<file path="src/rtl/pw_sequence_detector_if.sv">
// Keypad-side bundle for the password sequence detector: digit strobes in, verdict and status out.
interface pw_sequence_detector_if #(
   parameter int unsigned PW_LEN    = 4,
   parameter int unsigned DIGIT_W   = 4,
   parameter int unsigned MAX_FAILS = 3
);
   localparam int unsigned CntW  = $clog2(PW_LEN + 1);
   localparam int unsigned FailW = $clog2(MAX_FAILS + 1);

   logic               digit_valid;
   logic [DIGIT_W-1:0] digit;
   logic               clear;
   logic               match_pulse;
   logic               fail_pulse;
   logic               locked;
   logic [CntW-1:0]    digit_count;
   logic [FailW-1:0]   fail_count;

   modport master (
      output digit_valid, digit, clear,
      input  match_pulse, fail_pulse, locked, digit_count, fail_count
   );

   modport slave (
      input  digit_valid, digit, clear,
      output match_pulse, fail_pulse, locked, digit_count, fail_count
   );
endinterface

</file>
<file path="src/rtl/pw_sequence_detector.sv">
// Password sequence detector: collects PW_LEN digits, pulses match/fail, and enforces a timed
// lockout after MAX_FAILS consecutive failures.
module pw_sequence_detector #(
   parameter int unsigned                 PW_LEN         = 4,
   parameter int unsigned                 DIGIT_W        = 4,
   parameter logic [PW_LEN*DIGIT_W-1:0]   PASSWORD       = 16'h1234,
   parameter int unsigned                 MAX_FAILS      = 3,
   parameter int unsigned                 LOCKOUT_CYCLES = 1000,
   parameter int unsigned                 ENTRY_TIMEOUT  = 500
) (
   input logic                     clk,
   input logic                     countReset,
   pw_sequence_detector_if.slave   bus
);
   localparam int unsigned CntW  = $clog2(PW_LEN + 1);
   localparam int unsigned FailW = $clog2(MAX_FAILS + 1);
   localparam int unsigned TmoW  = $clog2(ENTRY_TIMEOUT + 1);
   localparam int unsigned LockW = $clog2(LOCKOUT_CYCLES + 1);

   localparam logic [CntW-1:0]  LastCnt  = CntW'(PW_LEN - 1);
   localparam logic [FailW-1:0] FailLast = FailW'(MAX_FAILS - 1);
   localparam logic [FailW-1:0] FailMax  = FailW'(MAX_FAILS);
   localparam logic [TmoW-1:0]  TmoLast  = TmoW'(ENTRY_TIMEOUT - 1);
   localparam logic [LockW-1:0] LockLast = LockW'(LOCKOUT_CYCLES - 1);

   typedef enum logic [1:0] {StIdle, StEntry, StCheck, StLockout} state_e;

   state_e             state_q;
   logic [CntW-1:0]    count_q;
   logic [FailW-1:0]   fails_q;
   logic [TmoW-1:0]    tmo_q;
   logic [LockW-1:0]   lock_q;
   logic               mismatch_q;
   logic               match_q;
   logic               fail_q;
   logic               locked_q;
   logic [DIGIT_W-1:0] exp_digit;

   // Count is 0 in IDLE, so the same lookup serves the first digit and later ones.
   always_comb begin
      exp_digit = '0;
      for (int i = 0; i < int'(PW_LEN); i++) begin
         if (count_q == CntW'(i)) begin
            exp_digit = PASSWORD[DIGIT_W*(int'(PW_LEN)-1-i) +: DIGIT_W];
         end
      end
   end

   always_ff @(posedge clk or posedge countReset) begin
      if (countReset) begin
         state_q    <= StIdle;
         count_q    <= '0;
         fails_q    <= '0;
         tmo_q      <= '0;
         lock_q     <= '0;
         mismatch_q <= 1'b0;
         match_q    <= 1'b0;
         fail_q     <= 1'b0;
         locked_q   <= 1'b0;
      end else begin
         match_q <= 1'b0;
         fail_q  <= 1'b0;
         unique case (state_q)
            StIdle: begin
               if (bus.clear) begin
                  count_q    <= '0;
                  mismatch_q <= 1'b0;
                  tmo_q      <= '0;
               end else if (bus.digit_valid) begin
                  mismatch_q <= (bus.digit != exp_digit);
                  count_q    <= CntW'(1);
                  tmo_q      <= '0;
                  state_q    <= (PW_LEN == 1) ? StCheck : StEntry;
               end
            end
            StEntry: begin
               if (bus.clear) begin
                  count_q    <= '0;
                  mismatch_q <= 1'b0;
                  tmo_q      <= '0;
                  state_q    <= StIdle;
               end else if (bus.digit_valid) begin
                  mismatch_q <= mismatch_q | (bus.digit != exp_digit);
                  count_q    <= count_q + CntW'(1);
                  tmo_q      <= '0;
                  if (count_q == LastCnt) state_q <= StCheck;
               end else if (tmo_q == TmoLast) begin
                  // Abandoned partial entry: no fail is recorded.
                  count_q    <= '0;
                  mismatch_q <= 1'b0;
                  tmo_q      <= '0;
                  state_q    <= StIdle;
               end else begin
                  tmo_q <= tmo_q + TmoW'(1);
               end
            end
            StCheck: begin
               count_q    <= '0;
               mismatch_q <= 1'b0;
               tmo_q      <= '0;
               if (!mismatch_q) begin
                  match_q <= 1'b1;
                  fails_q <= '0;
                  state_q <= StIdle;
               end else begin
                  fail_q <= 1'b1;
                  if (fails_q >= FailLast) begin
                     fails_q  <= FailMax;
                     locked_q <= 1'b1;
                     lock_q   <= '0;
                     state_q  <= StLockout;
                  end else begin
                     fails_q <= fails_q + FailW'(1);
                     state_q <= StIdle;
                  end
               end
            end
            StLockout: begin
               if (lock_q == LockLast) begin
                  locked_q <= 1'b0;
                  fails_q  <= '0;
                  lock_q   <= '0;
                  state_q  <= StIdle;
               end else begin
                  lock_q <= lock_q + LockW'(1);
               end
            end
            default: state_q <= StIdle;
         endcase
      end
   end

   assign bus.match_pulse = match_q;
   assign bus.fail_pulse  = fail_q;
   assign bus.locked      = locked_q;
   assign bus.digit_count = count_q;
   assign bus.fail_count  = fails_q;
endmodule

</file>
<file path="src/flat_wrapper.sv">
// flat-port wrapper written by rule: the top's interface ports become plain ports
module pw_sequence_detector_flat 
#(
   parameter int unsigned                 PW_LEN         = 4,
   parameter int unsigned                 DIGIT_W        = 4,
   parameter logic [PW_LEN*DIGIT_W-1:0]   PASSWORD       = 16'h1234,
   parameter int unsigned                 MAX_FAILS      = 3,
   parameter int unsigned                 LOCKOUT_CYCLES = 1000,
   parameter int unsigned                 ENTRY_TIMEOUT  = 500
)
  (clk, countReset, bus_digit_valid, bus_digit, bus_clear, bus_match_pulse, bus_fail_pulse, bus_locked, bus_digit_count, bus_fail_count);
  pw_sequence_detector_if #(.PW_LEN(PW_LEN), .DIGIT_W(DIGIT_W), .MAX_FAILS(MAX_FAILS)) bus_i ();
  input logic clk;
  input logic countReset;
  input wire logic [$bits(bus_i.digit_valid)-1:0] bus_digit_valid;
  input wire logic [$bits(bus_i.digit)-1:0] bus_digit;
  input wire logic [$bits(bus_i.clear)-1:0] bus_clear;
  output wire logic [$bits(bus_i.match_pulse)-1:0] bus_match_pulse;
  output wire logic [$bits(bus_i.fail_pulse)-1:0] bus_fail_pulse;
  output wire logic [$bits(bus_i.locked)-1:0] bus_locked;
  output wire logic [$bits(bus_i.digit_count)-1:0] bus_digit_count;
  output wire logic [$bits(bus_i.fail_count)-1:0] bus_fail_count;
  assign bus_i.digit_valid = bus_digit_valid;
  assign bus_i.digit = bus_digit;
  assign bus_i.clear = bus_clear;
  assign bus_match_pulse = bus_i.match_pulse;
  assign bus_fail_pulse = bus_i.fail_pulse;
  assign bus_locked = bus_i.locked;
  assign bus_digit_count = bus_i.digit_count;
  assign bus_fail_count = bus_i.fail_count;
  pw_sequence_detector #(.PW_LEN(PW_LEN), .DIGIT_W(DIGIT_W), .PASSWORD(PASSWORD), .MAX_FAILS(MAX_FAILS), .LOCKOUT_CYCLES(LOCKOUT_CYCLES), .ENTRY_TIMEOUT(ENTRY_TIMEOUT)) u_core (.clk(clk), .countReset(countReset), .bus(bus_i));
endmodule
</file>
<file path="config.mk">
export PLATFORM = sky130hd
export DESIGN_NAME = pw_sequence_detector_flat
export DESIGN_NICKNAME = d
export VERILOG_FILES = /design/src/rtl/pw_sequence_detector_if.sv /design/src/rtl/pw_sequence_detector.sv /design/src/flat_wrapper.sv
export SDC_FILE = /design/constraint.sdc
export NUM_CORES = 1
export LEC_CHECK = 0
export ABC_AREA = 1
export BUFFER_PORTS_ARGS = -buffer_cell sky130_fd_sc_hd__buf_2
export CORE_MARGIN = 2
export CORE_UTILIZATION = 55
export DETAILED_ROUTE_END_ITERATION = 10
export GPL_ROUTABILITY_DRIVEN = 0
export PLACE_DENSITY = 0.75
export SETUP_SLACK_MARGIN = 0.02
export SYNTH_ARGS = -nofsm -noshare
export SYNTH_HDL_FRONTEND = slang
export SYNTH_SLANG_ARGS = --single-unit
</file>
<file path="constraint.sdc">
create_clock -name clk -period 2.7 [get_ports clk]
set_clock_uncertainty 0.15 [all_clocks]
set_input_delay 0.27 -clock clk [delete_from_list [all_inputs] [get_ports clk]]
set_output_delay 0.27 -clock clk [all_outputs]
set_load 0.005 [all_outputs]
</file>
* Word level (Yosys, flattened, before mapping)
Cells that the tools add are included.
** Word-level totals
- Word-level logic and storage cells :: 89
- Input port bits :: 8
- Output and inout bits :: 8
- Flip-flop bits (word level) :: 30
** Cells by class
- Add/subtract/negate cells :: 4
- Eq/ne operators :: 17
- Bitwise gates (word level) :: 1
- Mux-type cells :: 47
- Reduce and logical (&&, ||, !) cells :: 10
- $lt $le $gt $ge :: 1
** Operator list (count)
- $mux 9 :: 5
- $mux 10 :: 3
- $pmux 9 s3 :: 1
- $mux 2 :: 13
- $pmux 10 s2 :: 1
- $mux 3 :: 6
- $mux 1 :: 13
- $add 10x1->10 const B :: 1
- $eq 10x10->1 const B :: 1
- $add 9x1->9 const B :: 1
- $eq 9x9->1 const B :: 1
- $pmux 3 s3 :: 1
- $ne 4x3->1 const B :: 2
- $pmux 2 s4 :: 1
- $eq 3x2->1 const B :: 2
- $ne 2x1->1 const B :: 3
- $reduce_and 3->1 :: 2
- $reduce_and 5->1 :: 1
- $eq 2x2->1 const B :: 2
- $ne 2x2->1 const B :: 2
- $ne 4x3->1 :: 1
- $pmux 2 s2 :: 1
- $reduce_and 2->1 :: 2
- $reduce_and 4->1 :: 1
- other kinds (13) :: 13

* Depth between registers and ports, before layout
Gate-level depths: netlist (run 1).
- Word-level depth :: 10
- Gate-level depth with buffers :: 10
- Gate-level depth less buffers :: 10

* Least setup slack after synthesis (run 1)
No wires, ideal clock.
- Path kind :: register -> register
- Start :: register u_core.state_q[0]
- End :: register u_core.tmo_q[3]
- Path slack :: 1081 ps
- Arrival time :: 1350 ps
- Period minus slack after synthesis :: 1619 ps
- Required time :: 2432 ps
- Path buffers :: 0
- Cell stages (with the launch flop) :: 10
- Setup time :: 118 ps
- Path through :: dfrtp_1 inv_1 ha_1 inv_1 nand2_1 nand2_1 nor2_1 or2_2 nand2_1 nor2_1
** On the way
- Longest elaborated chain between the ends :: 3
- Elaborated cells between the ends (all ways) :: 7
- Classes of those cells :: 3 x eq/ne; 1 x mux; 3 x reduce/logical
** RTL lines
- start: declaration :: line pw_sequence_detector.sv:28 : state_e state_q;
- start signal: assignment :: line pw_sequence_detector.sv:51 : state_q <= StIdle;
- start signal: assignment :: line pw_sequence_detector.sv:73 : state_q <= (PW_LEN == 1) ? StCheck : StEntry;
- start signal: assignment :: line pw_sequence_detector.sv:81 : state_q <= StIdle;
- $eq 2x1->1 (tied with other cells) :: line pw_sequence_detector.sv:63 : unique case (state_q)
- $reduce_bool 3->1 (no source line) or $ne 3x3->1 (tied branches)
- $reduce_and 2->1 (no source line)
- end signal: assignment :: line pw_sequence_detector.sv:94 : tmo_q <= tmo_q + TmoW'(1);
- end: declaration :: line pw_sequence_detector.sv:31 : logic [TmoW-1:0] tmo_q;
Several ways; a longest one is shown, not always the timed one.
A chain may end at the register's enable or synchronous reset.

* Worst setup path after layout (run 1)
Ends and elaborated chain as after synthesis.

==> flow_summary.ini, run 1 <==
[run_status]
status = finished clean

[synthesis]
yosys_warnings = 0
syn_inst = 228
postSynthAreaPerCell_um2 = 7.92
syn-cell-area_mm2 = 0.00181
seq_area_frac_synth = 0.416
synth-seq-cells = 30
syn_nets = 247
synth.distinct_cells = 28

[sta]
tns_ps = 0
setup_viol = 0
drv_slew = 0
tightest_slew_ps = 374
slew_headroom = 0.750
rsz0062_at_grt = no
period_needed_ps = 1810
hold_viol = 0
min_period_over_period = 0.669
fmax_mhz = 554

[floorplanning]
die_y_um = 61.3
fp.dieW_um = 61.3
pin_count = 16
core_area_mm2 = 0.00308
fp-row-count = 20
initial_core_util = 0.587
dieArea_mm2 = 0.00376

[clocking]
clk_latency_ps = 330
max-clock-path-buffers = 2
cts.sinks = 30
cts_htree_levels = 2
cts_tree = yes
post_cts_buffers = 0
clk_pin_slew_worst_paths_ps = 90
numCtsBuffers = 5
clockRootBuffer = clkbuf_4

[critical_path]
timing.critical_path.fanout_max = 4
worstSetupPathType = reg2reg
crit_slowest_cell = dfrtp_1
cp-start-kind = register
cp.required_ps = 2780
cp-end-kind = register
max_stage_delay_ps = 410
crit_chain = inv_1 > ha_1 > inv_1 > nand2_1 > nand2_1 > nor2_1 > or2_2 > nand2_1 > nor2_1
critPathMostFrequentCell = nand2_1
crit_arrival_ps = 1880

[finish]
final_cell_mix = nand2_1, inv_1, dfrtp_1
num_antenna_cells = 0
multiInputGateArea_um2 = 917
final_common_cell = nand2_1
drive_gt1_frac = 0.182
area_delta_synth_final_pct = 12.5
fillers = 287
ff_latch_area_um2 = 751
num-nets-final = 271
fin_cells = 297

[drt]
drt_iter0_drc = 34
vias = 1418
drc = 0
drt_first_pass_iters = 4
wirelength_mm = 3.10
ant_nets = 0
viasPerCell = 4.77
avgRoutedWirePerCell_um = 10.4

[power_and_ir_drop]
clkPwrFrac = 0.235
p_sw_w = 0.000539
combPwrFrac = 0.358
seq_power_share = 0.407
peakVddDrop_v = 0.000425
p_int_w = 0.000869
switching_share = 0.383
p_leak_nw = 1.03
p_per_area_mw_per_mm2 = 693

[placed_design]
place.detailed.hpwl_mm = 2.38
port_buffers = 15
dp.cells = 288

[global_route]
grt_pass1_vias = 1316
grt_max_degree = 31
antenna_found_initial = 0
grtUsageTotal = 0.201
grt_pass1_wl_mm = 5.49
grt_overflow = 0

[job]
max_cap_violations = 0

[worst_hold_path]
min_path_type = in2reg
-- cells by family (layout without fill, tap and decap cells) --
group           count (synthesis)  after routing  share of synthesized area
simple gates                  115            115                      0.305
buf+inv                        37             62                     0.0769
compound gates                 30             30                      0.102
flops                          30             30                      0.416
fa+ha+maj                      11             11                     0.0762
xor+xnor                        5              5                     0.0242
-- path summary, 6_finish.rpt --
| path | slack (ps) | cells after the start | start | to |
|---|---|---|---|---|
| min in group asynchronous | 390 | 4 | countReset | u_core.tmo_q[1] |
| worst min register to register | 340 | 2 | u_core.bus.locked | u_core.bus.locked |
| worst min-delay path | 160 | 4 | bus_digit_valid | u_core.tmo_q[0] |
| worst max-delay path | 890 | 9 | u_core.state_q[0] | u_core.tmo_q[3] |
| max in group asynchronous | 1730 | 4 | countReset | u_core.lock_q[4] |
| worst max register to register | 890 | 9 | u_core.state_q[0] | u_core.tmo_q[3] |
-- layer usage --
metal | vias to the layer above | wire length [µm] | global-route usage
li1 | 769 | - | -
met1 | 629 | 1520 | 0.245
met2 | 14 | 1410 | 0.333
met3 | 6 | 99 | 0.0567
met4 | 0 | 65 | 0.0870
met5 | - | 0 | 0
-- state kept, by name, indices dropped and copies added (netlist names) --
| signal | count |
|---|---|
| u_core.bus.digit_count | 3 |
| u_core.bus.fail_count | 2 |
| u_core.bus.fail_pulse | 1 |
| u_core.bus.locked | 1 |
| u_core.bus.match_pulse | 1 |
| u_core.lock_q | 10 |
| u_core.mismatch_q | 1 |
| u_core.state_q | 2 |
| u_core.tmo_q | 9 |
-- cells in the mapped netlist (all sizes together) --
cell,instances,area share
xor2,5,0.024
ha,11,0.076
dfrtp,30,0.42
a22oi,1,0.0042
nand2,55,0.13
o211ai,2,0.0083
nand3,15,0.061
nand3b,1,0.0042
or2,3,0.010
o22ai,2,0.0069
nor2,34,0.080
nand4,4,0.014
a21oi,8,0.026
o21bai,1,0.0042
nor3,3,0.0083
inv,37,0.077
o21ai,16,0.053
-- power groups by stage --
stage / Clock, W / Combinational (W) / Sequential [W]
2_1_floorplan: 0 / 0.000391 / 0.000573
3_5_place_dp: 0 / 0.000508 / 0.000583
5_1_grt: 0.000366 / 0.000598 / 0.000584
6_report: 0.000331 / 0.000505 / 0.000573
3_3_place_gp: 0 / 0.000506 / 0.000579
4_1_cts: 0.000341 / 0.000511 / 0.000574
-- stage by stage --
step | utilization | hold slack (ps) | setup slack [ps] | cell area [µm²] | power [W]
floorplan | - | 211 | 1080 | 1810 | 0.000964
global placement | 0.632 | 212 | 935 | 1940 | 0.00109
detailed placement | 0.632 | 213 | 902 | 1940 | 0.00109
CTS | 0.661 | 142 | 890 | 2030 | 0.00143
global route | 0.661 | 164 | 759 | 2030 | 0.00155
finish | 0.661 | 156 | 893 | 2030 | 0.00141
-- cell type report --
| type | count | share of cell area |
|---|---|---|
| inverter | 37 | 0.0683 |
| multi-input combinational | 161 | 0.451 |
| timing repair buffer | 17 | 0.0455 |
| sequential | 30 | 0.369 |
| tap | 44 | 0.0271 |
| clock buffer | 8 | 0.0388 |
-- critical path, delay by kind of cell (launching register included) --
family | cells | cell delay [ps]
fa+ha+maj | 1 | 330
buf+inv | 2 | 210
flops | 1 | 410
simple gates | 6 | 600
-- repair_timing --
item                                   in CTS  in global routing
hold buffers                                1                  0
endpoints found under the hold margin      30                  0
resized for setup                           0                  0
(Power assumes the default switching activity.)
==> inputs of run 2 (changes only) <==
--- a/config.mk
+++ b/config.mk
@@ -5,10 +5,10 @@
 export SDC_FILE = /design/constraint.sdc
 export NUM_CORES = 1
 export LEC_CHECK = 0
-export ABC_AREA = 1
+export ABC_AREA = 0
 export BUFFER_PORTS_ARGS = -buffer_cell sky130_fd_sc_hd__buf_2
 export CORE_MARGIN = 2
-export CORE_UTILIZATION = 55
+export CORE_UTILIZATION = 53
 export DETAILED_ROUTE_END_ITERATION = 10
 export GPL_ROUTABILITY_DRIVEN = 0
 export PLACE_DENSITY = 0.75
==> constraint.sdc (replaced) <==
create_clock -name clk -period 1.5 [get_ports clk]
set_clock_uncertainty 0.15 [all_clocks]
set_input_delay 0.15 -clock clk [delete_from_list [all_inputs] [get_ports clk]]
set_output_delay 0.15 -clock clk [all_outputs]
set_load 0.005 [all_outputs]
==> flow_summary.ini, run 2 <==
[floorplanning]
fp.dieW_um = 62.3
core_area_mm2 = 0.00331
die_y_um = 62.3
fp-row-count = 21
pin_count = 16
initial_core_util = 0.544
dieArea_mm2 = 0.00388

[synthesis]
yosysTopAreaCell = dfrtp_1
syn_inst = 182
synth_area_leaders = dfrtp_1, ha_1, nand2_1, nor2_1, nand3_1
postSynthAreaPerCell_um2 = 9.89
yosys_warnings = 0
async_flop_share = 1.00
synth-seq-cells = 30
syn-cell-area_mm2 = 0.00180
synth_top_area_share = 0.417
synth-main-ff-cell = dfrtp_1
synth_edf_count = 0
seq_area_frac_synth = 0.417
synth_most_common_cell = dfrtp_1
synth.distinct_cells = 49
syn_nets = 201
netlist_top_cells_count = dfrtp_1, nand2_1, nor2_1, ha_1, inv_1

[global_route]
grt_max_degree = 31
grt-busiest-layer = met2
grt_overflow = 0
antenna_found_initial = 0
grtUsageTotal = 0.310
gr-usage-met1 = 0.309
met2_usage = 0.575
globalRouteMet3Util = 0.0797
grt_pass1_vias = 2023
grt_pass1_wl_mm = 9.29

[critical_path]
cp-end-kind = register
crit_family = compound AO/OA/AOI/OAI gates
crit_chain = buf_6 > ha_4 > or3b_4 > a2111oi_4 > buf_4 > a21oi_2 > a31oi_1
max_stage_delay_ps = 420
path_buf_inv = 2
timing.critical_path.fanout_max = 4
r2r_start = u_core.state_q[0]
cp-start-kind = register
worstSetupPathType = reg2reg
crit_slowest_cell = dfrtp_1
crit_path_start = u_core.state_q[0]
cp.required_ps = 1600
crit_arrival_ps = 2200

[finish]
num-nets-final = 303
num_antenna_cells = 0
top_register = u_core.lock_q
largest_reg_flops = 10
final_cell_mix = buf_4, dfrtp_1, nand2_1, buf_2, nor2_1
area_delta_synth_final_pct = 62.5
fin_cells = 331
final_common_cell = buf_4
drive_gt1_frac = 0.551

[drt]
drt_iter0_drc = 134
drc = 0
vias = 1974
avgRoutedWirePerCell_um = 19.4
ant_nets = 0
wirelength_mm = 6.41
drt_first_pass_iters = 4
viasPerCell = 5.96

[power_and_ir_drop]
p_leak_nw = 1.36
peakVddDrop_v = 0.00111
p_per_area_mw_per_mm2 = 1330

[job]
max_cap_violations = 0

[clocking]
clk_pin_slew_worst_paths_ps = 100
cts_tree = yes
cts.sinks = 30
numCtsBuffers = 5
max-clock-path-buffers = 2
cts_htree_levels = 2
clk_latency_ps = 340
clockRootBuffer = clkbuf_4

[sta]
hold_viol = 0
tightest_slew_ps = 476
rsz0062_at_grt = yes
setup_ws_ps = -602
fmax_mhz = 476
setup_viol = 29
slew_headroom = 0.679
hold_ws_ps = 48.6
period_needed_ps = 2100
min_period_over_period = 1.40
drv_slew = 0

[placed_design]
dp_slack_ps = -508
dp.cells = 301
port_buffers = 15
place.detailed.hpwl_mm = 3.53

[worst_hold_path]
hold_start = bus_clear
min_path_type = in2reg

[run_status]
status = complete, but fails checks
violations = negative setup slack
run 2: power by group:
| part | leakage [nW] | switching [W] | total (W) | internal, W |
|---|---|---|---|---|
| clock | 0.0446 | 0.000305 | 0.000625 | 0.000320 |
| combinational | 0.902 | 0.00109 | 0.00227 | 0.00118 |
| sequential | 0.410 | 0.0000891 | 0.00100 | 0.000913 |
| total | 1.36 | 0.00148 | 0.00389 | 0.00241 |
run 2: path summary, 6_finish.rpt:
path                       slack, ps  cells past startpoint                         to
min in group asynchronous        290                      4          u_core.bus.locked
setup reg to reg                -600                      7            u_core.tmo_q[4]
max in group asynchronous        600                      4          u_core.state_q[1]
setup / recovery                -600                      7            u_core.tmo_q[4]
hold / removal                    50                      3  u_core.bus.digit_count[0]
hold reg to reg                  420                      2          u_core.bus.locked
run 2: logic make-up (layout without fill, tap and decap cells):
| logic type | after synthesis | after routing | share of synthesized area |
|---|---|---|---|
| and+or+nand+nor | 69 | 69 | 0.207 |
| AOI/OAI and AO/OA | 50 | 50 | 0.218 |
| DFF | 30 | 30 | 0.417 |
| buffers and inverters | 13 | 116 | 0.0320 |
| adders and majority gates | 11 | 11 | 0.0764 |
| xor gates and xnor gates | 5 | 5 | 0.0243 |
| muxes | 4 | 4 | 0.0250 |
run 2: metrics by stage:
step	util	instance area (µm²)	TNS (ps)	total power (W)
2_1_floorplan	-	1840	-7120	0.00187
6_report	0.884	2930	-11110	0.00389
5_1_grt	0.884	2930	-12150	0.00409
4_1_cts	0.822	2720	-8850	0.00348
3_3_place_gp	0.728	2410	-7970	0.00251
3_5_place_dp	0.728	2410	-10250	0.00260
run 2: what timing repair did:
item / CTS / global route
buffers inserted: 12 / 10
resized for setup: 33 / 29
endpoints found under the setup margin: 28 / 30
pin swaps: 20 / 16
hold endpoints to repair: 30 / 0
hold buffers: 1 / 0
run 2: cell type report:
type	count	area, µm²
timing repair buffer	97	734
tap	46	57.6
multi-input combinational	139	1260
inverter	11	46.3
sequential	30	752
fill	169	384
clock buffer	8	78.8
run 2: per-layer routing:
metal  wire length, µm  share of wire
met4               432          0.067
met1              2320           0.36
met5                 0              0
met2              3350           0.52
met3               302          0.047
run 2: worst register-to-register path, stage by stage (launching register included):
cell,delay (ps)
dfrtp_1,420
buf_6,130
ha_4,130
or3b_4,410
a2111oi_4,310
buf_4,190
a21oi_2,60
a31oi_1,210
